[src/rtl/instr_fetch_if.sv]
// Instruction-memory read port: single-word request with a data-bearing ack.
interface instr_fetch_if;
    logic        imem_req;
    logic [31:0] imem_addr;
    logic        imem_ack;
    logic [31:0] imem_rdata;

    modport master (output imem_req, imem_addr, input imem_ack, imem_rdata);
    modport slave  (input imem_req, imem_addr, output imem_ack, imem_rdata);
endinterface

[src/rtl/instr_fetch.sv]
// Instruction fetch unit: IDLE -> FETCH -> EXEC loop with branch/jump next-PC.
// Optional fetch timeout to a sticky ERROR state under macro FETCH_TIMEOUT_EN.
module instr_fetch #(
    parameter logic [31:0] RESET_PC       = 32'h00000000,
    parameter int          TIMEOUT_CYCLES = 16
) (
    input  logic               clk,
    input  logic               rst_n,
    instr_fetch_if.master      imem,
    input  logic               Branch,
    input  logic               Zero,
    input  logic               Jump,
    // Branch offset field; "const" itself is a reserved word.
    input  logic [15:0]        br_const,
    input  logic [25:0]        address,
    input  logic               stall,
    output logic [31:0]        InstrReg,
    output logic [31:0]        PC,
    output logic               instr_valid,
    output logic               fetch_err
);

    typedef enum logic [1:0] {IDLE, FETCH, EXEC, ERROR} state_t;

    state_t      state, state_n;
    logic [31:0] pc4, next_pc;
    logic        to_hit;

    always_comb begin
        pc4     = PC + 32'd4;
        next_pc = pc4;
        if (Jump)
            next_pc = {pc4[31:28], address, 2'b00};
        else if (Branch && Zero)
            next_pc = pc4 + {{14{br_const[15]}}, br_const, 2'b00};
    end

`ifdef FETCH_TIMEOUT_EN
    localparam int CW = $clog2(TIMEOUT_CYCLES + 1);
    logic [CW-1:0] tcnt;

    // Counter is held at zero outside FETCH, so every FETCH entry starts fresh.
    always_ff @(posedge clk or negedge rst_n) begin
        if (!rst_n)
            tcnt <= '0;
        else if (state != FETCH)
            tcnt <= '0;
        else if (!imem.imem_ack)
            tcnt <= tcnt + 1'b1;
    end

    assign to_hit = (tcnt == CW'(TIMEOUT_CYCLES - 1));

    always_ff @(posedge clk or negedge rst_n) begin
        if (!rst_n)
            fetch_err <= 1'b0;
        else if (state == FETCH && !imem.imem_ack && to_hit)
            fetch_err <= 1'b1;
    end
`else
    logic unused_timeout;
    assign unused_timeout = (TIMEOUT_CYCLES != 0);
    assign to_hit         = 1'b0;
    assign fetch_err      = 1'b0;
`endif

    always_ff @(posedge clk or negedge rst_n) begin
        if (!rst_n)
            state <= IDLE;
        else
            state <= state_n;
    end

    always_comb begin
        state_n = state;
        case (state)
            IDLE:    state_n = FETCH;
            FETCH:   if (imem.imem_ack)  state_n = EXEC;
                     else if (to_hit)    state_n = ERROR;
            EXEC:    if (!stall)         state_n = FETCH;
            default: state_n = state;
        endcase
    end

    always_ff @(posedge clk or negedge rst_n) begin
        if (!rst_n) begin
            PC          <= RESET_PC;
            InstrReg    <= 32'h0;
            instr_valid <= 1'b0;
        end else begin
            if (state == FETCH && imem.imem_ack) begin
                InstrReg    <= imem.imem_rdata;
                instr_valid <= 1'b1;
            end
            if (state == EXEC && !stall) begin
                PC          <= next_pc;
                instr_valid <= 1'b0;
            end
        end
    end

    assign imem.imem_req  = (state == FETCH);
    assign imem.imem_addr = PC;

endmodule

[src/flat_wrapper.sv]
// flat-port wrapper written by rule: the top's interface ports become plain ports
module instr_fetch_flat 
#(
    parameter logic [31:0] RESET_PC       = 32'h00000000,
    parameter int          TIMEOUT_CYCLES = 16
)
  (clk, rst_n, Branch, Zero, Jump, br_const, address, stall, InstrReg, PC, instr_valid, fetch_err, imem_imem_req, imem_imem_addr, imem_imem_ack, imem_imem_rdata);
  instr_fetch_if imem_i ();
  input  logic clk;
  input  logic rst_n;
  input  logic Branch;
  input  logic Zero;
  input  logic Jump;
  input  logic [15:0] br_const;
  input  logic [25:0] address;
  input  logic stall;
  output logic [31:0] InstrReg;
  output logic [31:0] PC;
  output logic instr_valid;
  output logic fetch_err;
  output wire logic [$bits(imem_i.imem_req)-1:0] imem_imem_req;
  output wire logic [$bits(imem_i.imem_addr)-1:0] imem_imem_addr;
  input wire logic [$bits(imem_i.imem_ack)-1:0] imem_imem_ack;
  input wire logic [$bits(imem_i.imem_rdata)-1:0] imem_imem_rdata;
  assign imem_imem_req = imem_i.imem_req;
  assign imem_imem_addr = imem_i.imem_addr;
  assign imem_i.imem_ack = imem_imem_ack;
  assign imem_i.imem_rdata = imem_imem_rdata;
  instr_fetch #(.RESET_PC(RESET_PC), .TIMEOUT_CYCLES(TIMEOUT_CYCLES)) u_core (.clk(clk), .rst_n(rst_n), .imem(imem_i), .Branch(Branch), .Zero(Zero), .Jump(Jump), .br_const(br_const), .address(address), .stall(stall), .InstrReg(InstrReg), .PC(PC), .instr_valid(instr_valid), .fetch_err(fetch_err));
endmodule
[config.mk]
export PLATFORM = sky130hd
export DESIGN_NAME = instr_fetch_flat
export DESIGN_NICKNAME = d
export VERILOG_FILES = /design/src/rtl/instr_fetch_if.sv /design/src/rtl/instr_fetch.sv /design/src/flat_wrapper.sv
export SDC_FILE = /design/constraint.sdc
export NUM_CORES = 1
export LEC_CHECK = 0
export CAP_MARGIN = 20
export CORE_AREA = 2 2 106 108
export DETAILED_ROUTE_END_ITERATION = 8
export DIE_AREA = 0 0 108 110
export MAX_ROUTING_LAYER = met4
export PLACE_DENSITY = 0.83
export SETUP_SLACK_MARGIN = 0.2
export SLEW_MARGIN = 20
export SYNTH_ARGS = -nofsm -noshare
export SYNTH_HDL_FRONTEND = slang
export SYNTH_SLANG_ARGS = --single-unit
export TNS_END_PERCENT = 30
[constraint.sdc]
create_clock -name clk -period 8.27 [get_ports clk]
set_input_delay 2.481 -clock clk [delete_from_list [all_inputs] [get_ports clk]]
set_output_delay 2.481 -clock clk [all_outputs]
set_load 0.02 [all_outputs]
Word-level counts from Yosys, hierarchy flattened
Index checks and enable logic that the tools add are counted.

cells by class
  add/subtract/negate cells = 2
  eq/ne operators = 4
  multiplexer cells = 7
  reductions and logical operators = 8

operators with widths
  cell                                                    count
  two-way mux 32 bit                                      2
  adder 32 x 3 -> 32 bit (second input constant)          1
  adder 32 bit                                            1
  one-hot mux 2 bit (3 select lines)                      1
  two-way mux 2 bit                                       2
  logical AND 1 bit                                       3
  AND reduction 3 bit                                     1
  nonzero test 3 bit                                      1
  == test 2 x 1 -> 1 bit (second input constant)          1
  == test 2 bit (second input constant)                   1
  logical NOT 2 bit                                       1
  two-way mux 1 bit                                       2
  inequality test 2 x 1 -> 1 bit (second input constant)  1
  inequality test 2 bit (second input constant)           1
  nonzero test 2 bit                                      1
  logical NOT 1 bit                                       1

storage, ports and cells
  register bits = 67
  input bits = 81
  output and inout bits = 99
  word-level logic and storage cells = 25

Longest topological paths before layout
  depth after elaboration = 4
  gate-level depth with buffers = 17
  depth with buffers taken out = 17

Least setup slack after synthesis
OpenSTA, ideal clock, no wires.

  kind = input to register
  start point = in br_const[0]
  end point = reg u_core.PC[26]
  setup time = 0.086 ns
  arrival = 4.896 ns
  data required time = 8.184 ns
  setup slack = 3.289 ns
  stages = 12
  buffers on the path = 0
  cell sequence = ha_1 fa_1 a21o_1 a211o_2 a21oi_4 a32oi_4 a211oi_2 or3_1 o211ai_2 nand2_1 mux2_2 o22ai_1

between the ends
  cells in the longest elaborated chain, start to end = 3

ends and longest elaborated chain
  what                    RTL line            source
  start: declaration      flat_wrapper.sv:14  input logic [15:0] br_const;
  adder 32 bit            instr_fetch.sv:35   next_pc = pc4 + {{14{br_const[15]}}, br_const, 2'b00};
  two-way mux 32 bit      instr_fetch.sv:34   else if (Branch && Zero)
  two-way mux 32 bit      instr_fetch.sv:32   if (Jump)
  end signal: assignment  instr_fetch.sv:96   PC <= next_pc;
  end: declaration        instr_fetch.sv:18   output logic [31:0] PC,

No other way between the ends.
A chain may end at the register's enable or synchronous reset.

Final worst setup path
  start point = in br_const[0]
  end point = reg u_core.PC[30]

Same word-level chain as after synthesis.

==> key figures <==
Status
  • Outcome: finished, final reports clean

GRT
  • Initial antenna violation count: 0
  • Vias in the first global route: 4953
  • Total grt overflow: 0
  • Largest net degree at the start of global routing: 66
  • All-Layer GR Usage: 27.2%
  • Global-route wire length before repair: 24600 um

Setup path
  • CP Launch Type: input port
  • Worst Setup Path Type: in2reg
  • Setup crit end kind: register
  • Critical path peak fanout: 4
  • Critical Path AT: 5510 ps
  • Worst Path Required: 8490 ps
  • R2R cell count: 17

Final layout
  • Final Util: 67.3%
  • Final cell count without fillers: 894
  • Nets: 869
  • Area grow syn2layout: 34.0%
  • # diodes: 0
  • Share of layout cells above drive strength 1: 10.3%
  • Design area: 0.00720 mm2

Floorplanning
  • Area of the die: 0.0119 mm2
  • CORE AREA: 0.0107 mm2
  • Starting density of the core: 50.2%
  • Die height: 110 um
  • Ports: 180
  • Die Width: 108 um
  • Row Count: 38

Timing
  • Final hold violation count: 0
  • Fin crit share: 64.0%
  • Clk_skew: 13.6 ps
  • Setup tns final: 0 ps
  • Final Max Tran Viols: 0
  • Unrepaired setup endpoints after global routing: false
  • # setup viols final: 0
  • Setup ws final: 2970 ps
  • Hold slack: 474 ps
  • Max-slew headroom: 29.9%
  • Fmax achieved: 189 MHz
  • Worst Max-Slew Pin Slew: 1050 ps
  • Fin crit period: 5300 ps

Yosys
  • Post-synth cell types: 61
  • Post-Syn Area: 0.00537 mm2
  • EDFF count, synth: 0
  • #FFs+latches synth: 65
  • Ys async rst share: 100%
  • Synth Flop Type: dfrtp_1
  • Seq/Total Area, Yosys: 30.3%
  • Syn_area_per_cell: 8.76 um2
  • Post-Synthesis Cells: 613
  • Leading area contributor after synthesis: dfrtp_1
  • Yosys top cell area share: 30.3%
  • Largest cells by area after synthesis: dfrtp_1 (30%), ha_1 (8.6%), mux2_2 (7.1%)
  • Syn. warnings: 0

Job
  • Max-cap violations: 0

CTS
  • Worst skew pair latency: 350 ps
  • Sink Count: 65
  • Clock-pin slew on the worst setup and hold paths: 70 ps
  • Cts hold-fix bufs: 0
  • CTS root buf: clkbuf_8
  • CTS Buf Count: 9
  • Post-CTS setup buffer count: 0
  • Post-CTS sizing: 0
  • CTS H-tree depth: 3
  • CTS tree: done
  • Clk buf depth: 2

Place
  • RePlAce Congestion: 1.02
  • Post-Place Cell Area: 0.00699 mm2
  • Final HPWL DP: 11900 um
  • Buffers on Ports: 174
  • Pre-CTS setup slack: 2640 ps
  • # placed instances: 879

Route
  • Met2 WL: 7320 um
  • Met3 WL: 1250 um
  • Top sig layer: met4
  • Via count: 5095
  • Routed wire length: 15800 um
  • Starting DRT DRC Count: 367
  • DRC viols: 0
  • M1 wire length: 6770 um
  • Routed Antenna Nets: 0
  • DRT Pass-1 Iters: 5
  • Avg WL per Cell: 17.6 um
  • Via/cell ratio: 5.70

Power
  • Total chip power: 0.719 mW
  • Peak supply drop: 0.0628 mV
  • Power per cell area: 99.9 mW/mm2
  • Static leakage: 3.10 nW

Hold path
  • Hold depth: 2
  • Worst Hold Class: reg2reg
## cell usage in the layout (no fill, tap or decap), types with 3 or more instances in the layout
master and instances:
nor4b_1 4, inv_1 9, o21a_1 6, xor2_1 21, o21bai_1 5, clkdlybuf4s50_1 173
ha_1 37, a31o_2 4, o21ai_0 40, xnor2_1 30, and4_1 4, nor3_1 9
buf_4 6, o31ai_1 4, nor3b_1 4, nand4_1 6, nor2b_1 4, a221oi_1 3
mux2i_1 3, dfrtp_1 65, a31oi_1 4, nor2_1 36, clkinv_2 3, a21o_1 13
conb_1 5, and3_1 3, a21oi_1 49, nand3_1 17, or3_1 5, a211oi_1 11
mux2_2 34, nand2b_1 6, clkbuf_8 9, or2_2 3, nand2_1 75, o211ai_1 8
## per-layer routing
layer  track usage [%]  vias up
met1              34.7     2392
li1                  -     2436
met2              44.7      234
met5                 -        -
met3              3.70       33
met4              9.71        0
## power breakdown
group / switching (mW) / internal [mW]
Clock: 0.131 / 0.167
Combinational: 0.0498 / 0.0528
Sequential: 0 / 0.318
## path summary, 6_finish.rpt
path                                          from  slack (ps)             endpoint
worst max register to register        u_core.PC[4]        4140        u_core.PC[25]
worst min register to register  u_core.instr_valid         470   u_core.instr_valid
worst min-delay path            u_core.instr_valid         470   u_core.instr_valid
worst max-delay path                   br_const[0]        2970        u_core.PC[30]
min in group asynchronous                    rst_n        2310  u_core.InstrReg[10]
max in group asynchronous                    rst_n        5410  u_core.InstrReg[21]
## cell type report
class	instances	area, um2
fillers	872	3500
multi-input cells	484	3370
repair buffers	180	1780
flip-flops and latches	65	1630
well taps	140	175
clock buffers	9	124
clock inverters	6	83.8
inverters	10	37.5
## cells by family after synthesis
kind of cell | synth area share, %
other | 0.0698
buffers and inverters | 7.27
adders and majority gates | 8.99
and+or+nand+nor | 17.6
muxes | 7.69
xor gates and xnor gates | 8.32
AOI/OAI and AO/OA | 19.8
DFF | 30.3
## sequential cells by signal (all words and copies together) (netlist names)
register,cells
u_core.PC,30
u_core.instr_valid,1
u_core.state,2
u_core.InstrReg,32
## critical path: stages
cell and delay, ps:
clkdlybuf4s50_1 410, ha_1 240, fa_1 420, a21o_1 190, a211o_2 350, a21oi_4 200
a32oi_4 170, a211oi_2 260, or3_1 160, o211ai_2 120, a31o_2 260, xnor2_1 130
o21ai_0 110
## Yosys cell counts (all sizes together) (2+ instances only)
cell,count
nand2,75
dfrtp,65
a21oi,50
o21ai,41
nor2,38
buf,37
ha,37
mux2,34
xnor2,30
clkbuf,21
xor2,21
nand3,18
a21o,13
a211oi,12
nor3,10
inv,9
o211ai,9
or3,7
nand2b,6
nand4,6
o21a,6
o21bai,5
o31ai,5
a31o,4
a31oi,4
and3,4
and4,4
nor2b,4
nor3b,4
nor4b,4
a221oi,3
mux2i,3
nor4,3
or2,3
a32oi,2
and2,2
o2111ai,2
o22ai,2
(Power assumes the default switching activity.)
==> RTL edit 1: new RTL, config.mk and constraints unchanged <==
Build with the macro `FETCH_TIMEOUT_EN` defined.
--- a/src/rtl/instr_fetch.sv
+++ b/src/rtl/instr_fetch.sv
@@ -1,5 +1,7 @@
 // Instruction fetch unit: IDLE -> FETCH -> EXEC loop with branch/jump next-PC.
 // Optional fetch timeout to a sticky ERROR state under macro FETCH_TIMEOUT_EN.
+`define FETCH_TIMEOUT_EN
+
 module instr_fetch #(
     parameter logic [31:0] RESET_PC       = 32'h00000000,
     parameter int          TIMEOUT_CYCLES = 16
Behaviour: no difference found for any inputs over 4 cycles, from zero or initial values and one cycle with rst_n low; that may be too few to reach the edited logic, so the function may still have changed.
==> RTL edit 1 against the unedited design <==
Sequential cell count increased by 6. Synthesized area grew 6.2%. Cell area increased by 4.8%. Utilization is 3.2 points higher. Cell count up 5.9%. Critical path depth shrank 4. Wire length grew 10%. Worst setup slack got worse by 0.057 ns. Worst hold slack improved by 0.0035 ns. Critical path type unchanged.
Power is left out: it rests on default switching activity, and per cell area and clock period it moved more than threefold.
==> RTL edit 1: results (changes against the unedited design) <==
* Port bufs at 175 (+0.57%)
* WL per Instance at 18.4 µm (+4.2%)
* Compound-cell area share of the yosys netlist at 19.8% (about the same)
* Synth Area in XOR/XNOR at 7.37% (-0.94 points)
* Inverter count at 15 (+5)
* Worst-Margin Slew at 0.923 ns (-0.128 ns)
* Register Area at 0.00178 mm² (+9.2%)
* Reg2Reg Depth at 16 (-1)
* Worst hold stages at 1 (-1)
* Post-synth top cells: dfrtp_1 (71), nand2_1 (65), nor2_1 (52), o21ai_0 (51), a21oi_1 (48)
* Number of global-route vias before repair at 5,502 (+11%)
* Post-DP HPWL at 13.1 mm (+9.8%)
* Placed Cells at 931 (+5.9%)
* Most area-consuming cells after synthesis: dfrtp_1 (31%), ha_1 (8.6%), mux2_2 (6.3%), xnor2_1 (4.6%), o21ai_0 (4.5%)
* Worst Path Max Fanout at 20 (+16)
* WHS Endpoint: u_core.fetch_err
* Non-clk buf share at 23.7% (-1.1 points)
* Fin Hold WS at 0.478 ns (+0.00355 ns)
* Synthesized area per cell at 8.57 µm² (-2.1%)
* Slowest stage cell, crit path: clkdlybuf4s50_1
* Final clock-cell share at 2.72% (-0.16 points)
* Global-route wire length before repair at 27.0 mm (+9.6%)
* Multi-input gate area at 0.00354 mm² (+5.2%)
* Seq/total area at 23.6% (+0.96 points)
* Post-DP Area at 0.00733 mm² (+4.9%)
* RR Endpoint: u_core.PC[31]
* Post-synthesis mux area share at 7.55% (-0.14 points)
* HP Start: u_core.fetch_err
* GRT Util Overall at 30.5% (+3.3 points)
* Largest net degree at the start of global routing at 72 (+9.1%)
* Worst path max stage delay at 0.89 ns (+0.47 ns)
* Nets at 923 (+6.2%)
* Status: completed
* Most frequent cell after synthesis: dfrtp_1
[RTL edit 1: per-layer routing]
metal / up-vias / wire, µm / part of all wire, % / GRT usage [%]
li1: 2634 / - / - / -
met5: - / 0 / 0 / -
met2: 271 / 8190 / 47 / 48.5
met3: 37 / 1730 / 9.9 / 8.11
met4: 0 / 381 / 2.2 / 11.7
met1: 2641 / 7110 / 41 / 37.4
[RTL edit 1: worst max path at each step]
stage / from / endpoint / cells past startpoint / slack (ns)
floorplan: br_const[0] / u_core.PC[30] / 11 / 3.59
global route: br_const[15] / u_core.PC[31] / 10 / 2.73
finish: br_const[15] / u_core.PC[23] / 9 / 2.92
detailed placement: br_const[15] / u_core.PC[31] / 11 / 2.64
CTS: br_const[15] / u_core.PC[31] / 11 / 2.99
global placement: br_const[15] / u_core.PC[31] / 11 / 2.67
==> RTL edit 2: new RTL, same flow settings <==
Without the edit above. Encoding of `state_t`: now one-hot (4 bits for 4 states).
--- a/src/rtl/instr_fetch.sv
+++ b/src/rtl/instr_fetch.sv
@@ -20,7 +20,7 @@
     output logic               fetch_err
 );
 
-    typedef enum logic [1:0] {IDLE, FETCH, EXEC, ERROR} state_t;
+    typedef enum logic [3:0] {IDLE = 4'b0001, FETCH = 4'b0010, EXEC = 4'b0100, ERROR = 4'b1000} state_t;
 
     state_t      state, state_n;
     logic [31:0] pc4, next_pc;
Function: same outputs for any inputs over 4 cycles, from zero or initial values and one cycle with rst_n low; so few cycles prove little.
==> RTL edit 2 against the unedited design <==
Die area unchanged. Critical path type unchanged. Worst setup slack got worse by 0.64 ns. Global-route usage increased by 2.3 points. Cell area is 0.42% higher. Critical endpoint is now u_core.PC[29]. Wire length grew 6.9%. Synthesized area grew 1.2%. Sequential cell count grew 1. Largest cell class unchanged.
Power is left out: it rests on default switching activity, and per cell area and clock period it moved more than threefold.
==> RTL edit 2: results (changes against the unedited design) <==
* Status: completed
* Post-synth top cells: nand2_1 (75), dfrtp_1 (65), nor2_1 (49), a21oi_1 (38), ha_1 (37)
* Multi-input gate area at 0.00338 mm² (+0.30%)
* Setup_tns at 0 ns (unchanged)
* Top Metal Used: met4
* WL met2 at 8.06 mm (+10%)
* Number of global-route vias before repair at 5,180 (+4.6%)
* Clock skew at 0.0137 ns (+0.0000963 ns)
* DRT iter0 DRCs at 399 (+8.7%)
* Met1 wire length at 7.03 mm (+3.8%)
* Largest net degree at the start of global routing at 67 (+1.5%)
* Non-filler cells, final at 911 (+1.9%)
* Largest registers: u_core.InstrReg (32), u_core.PC (30), u_core.state (3)
* Synthesized area per cell at 8.63 µm² (-1.5%)
* Most area-consuming cells after synthesis: dfrtp_1 (30%), ha_1 (8.5%), mux2_2 (6.6%), nand2_1 (5.2%), buf_4 (4.8%)
* Port bufs at 174 (unchanged)
* GPL Wtd Cong at 0.963 (-5.9%)
* Inverter count at 14 (+4)
* Post-DP Area at 0.00703 mm² (+0.63%)
* Clock root cell: clkbuf_8
* Placed Cells at 895 (+1.8%)
* Register area share after synthesis at 30.4% (+0.12 points)
* Worst path max stage delay at 0.97 ns (+0.55 ns)
* Post-DP HPWL at 12.6 mm (+5.8%)
* Post-Route WL at 16.8 mm (+6.9%)
* Multi-input comb cells at 496 (+2.5%)
* Clock sinks at 66 (+1.5%)
* GRT Util Overall at 29.5% (+2.3 points)
* GR met2 Demand/Resource at 47.7% (+3.0 points)
* P&R area growth vs syn at 33.0%
* Register Area at 0.00165 mm² (+1.6%)
* Drt pass-1 iters at 6 (+1)
* Global-route wire length before repair at 26.4 mm (+7.4%)
* Post-DR vias/cell at 5.84 (+2.5%)
* Slowest stage cell, crit path: clkdlybuf4s50_1
* Metal3 WL at 1.47 mm (+17%)
* Routing usage on met3 at 6.94% (+3.2 points)
* Met1 GRT Util at 37.4% (+2.7 points)
* Final clock-cell share at 2.68% (-0.20 points)
* Share of cells above drive strength 1 at 9.60% (-0.75 points)
* Worst Path Max Fanout at 25 (+21)
* Worst-Margin Slew at 1.05 ns (-0.000228 ns)
* Placement-stage worst setup slack at 2.08 ns (-0.565 ns)
* Share of the synthesized area in the top cell type at 29.9% (-0.36 points)
* Clkbuf count at 10 (+1)
* CP arrival at 6.22 ns (+0.71 ns)
RTL edit 2: changes by cell type in the layout (fill, tap and decap cells not counted), moves of 6 or more:
cell     delta
a21oi_1    -11
and3_1      +6
nand3_1     +6
nand4_1     +7
nor2_1     +13
nor3_1      +7
o21ai_0    -18
o21ai_1    +19
RTL edit 2: path summary, 6_finish.rpt:
path,endpoint,start,cells after the start,slack [ns]
worst max-delay path,u_core.PC[29],br_const[15],11,2.33
worst min-delay path,u_core.state[0],u_core.state[0],1,0.48
max in group asynchronous,u_core.PC[31],rst_n,2,5.39
worst min register to register,u_core.state[0],u_core.state[0],1,0.48
min in group asynchronous,u_core.InstrReg[26],rst_n,2,2.31
worst max register to register,u_core.PC[29],u_core.PC[4],15,3.65
RTL edit 2: cells by family after synthesis:
group                    synth area share (%)
multiplexers                             7.37
other                                  0.0690
XOR/XNOR                                 7.73
flip-flops                               30.4
AO/OA/AOI/OAI                            19.1
AND/OR/NAND/NOR                          18.6
adder cells (fa/ha/maj)                  8.89
buffers and inverters                    7.80
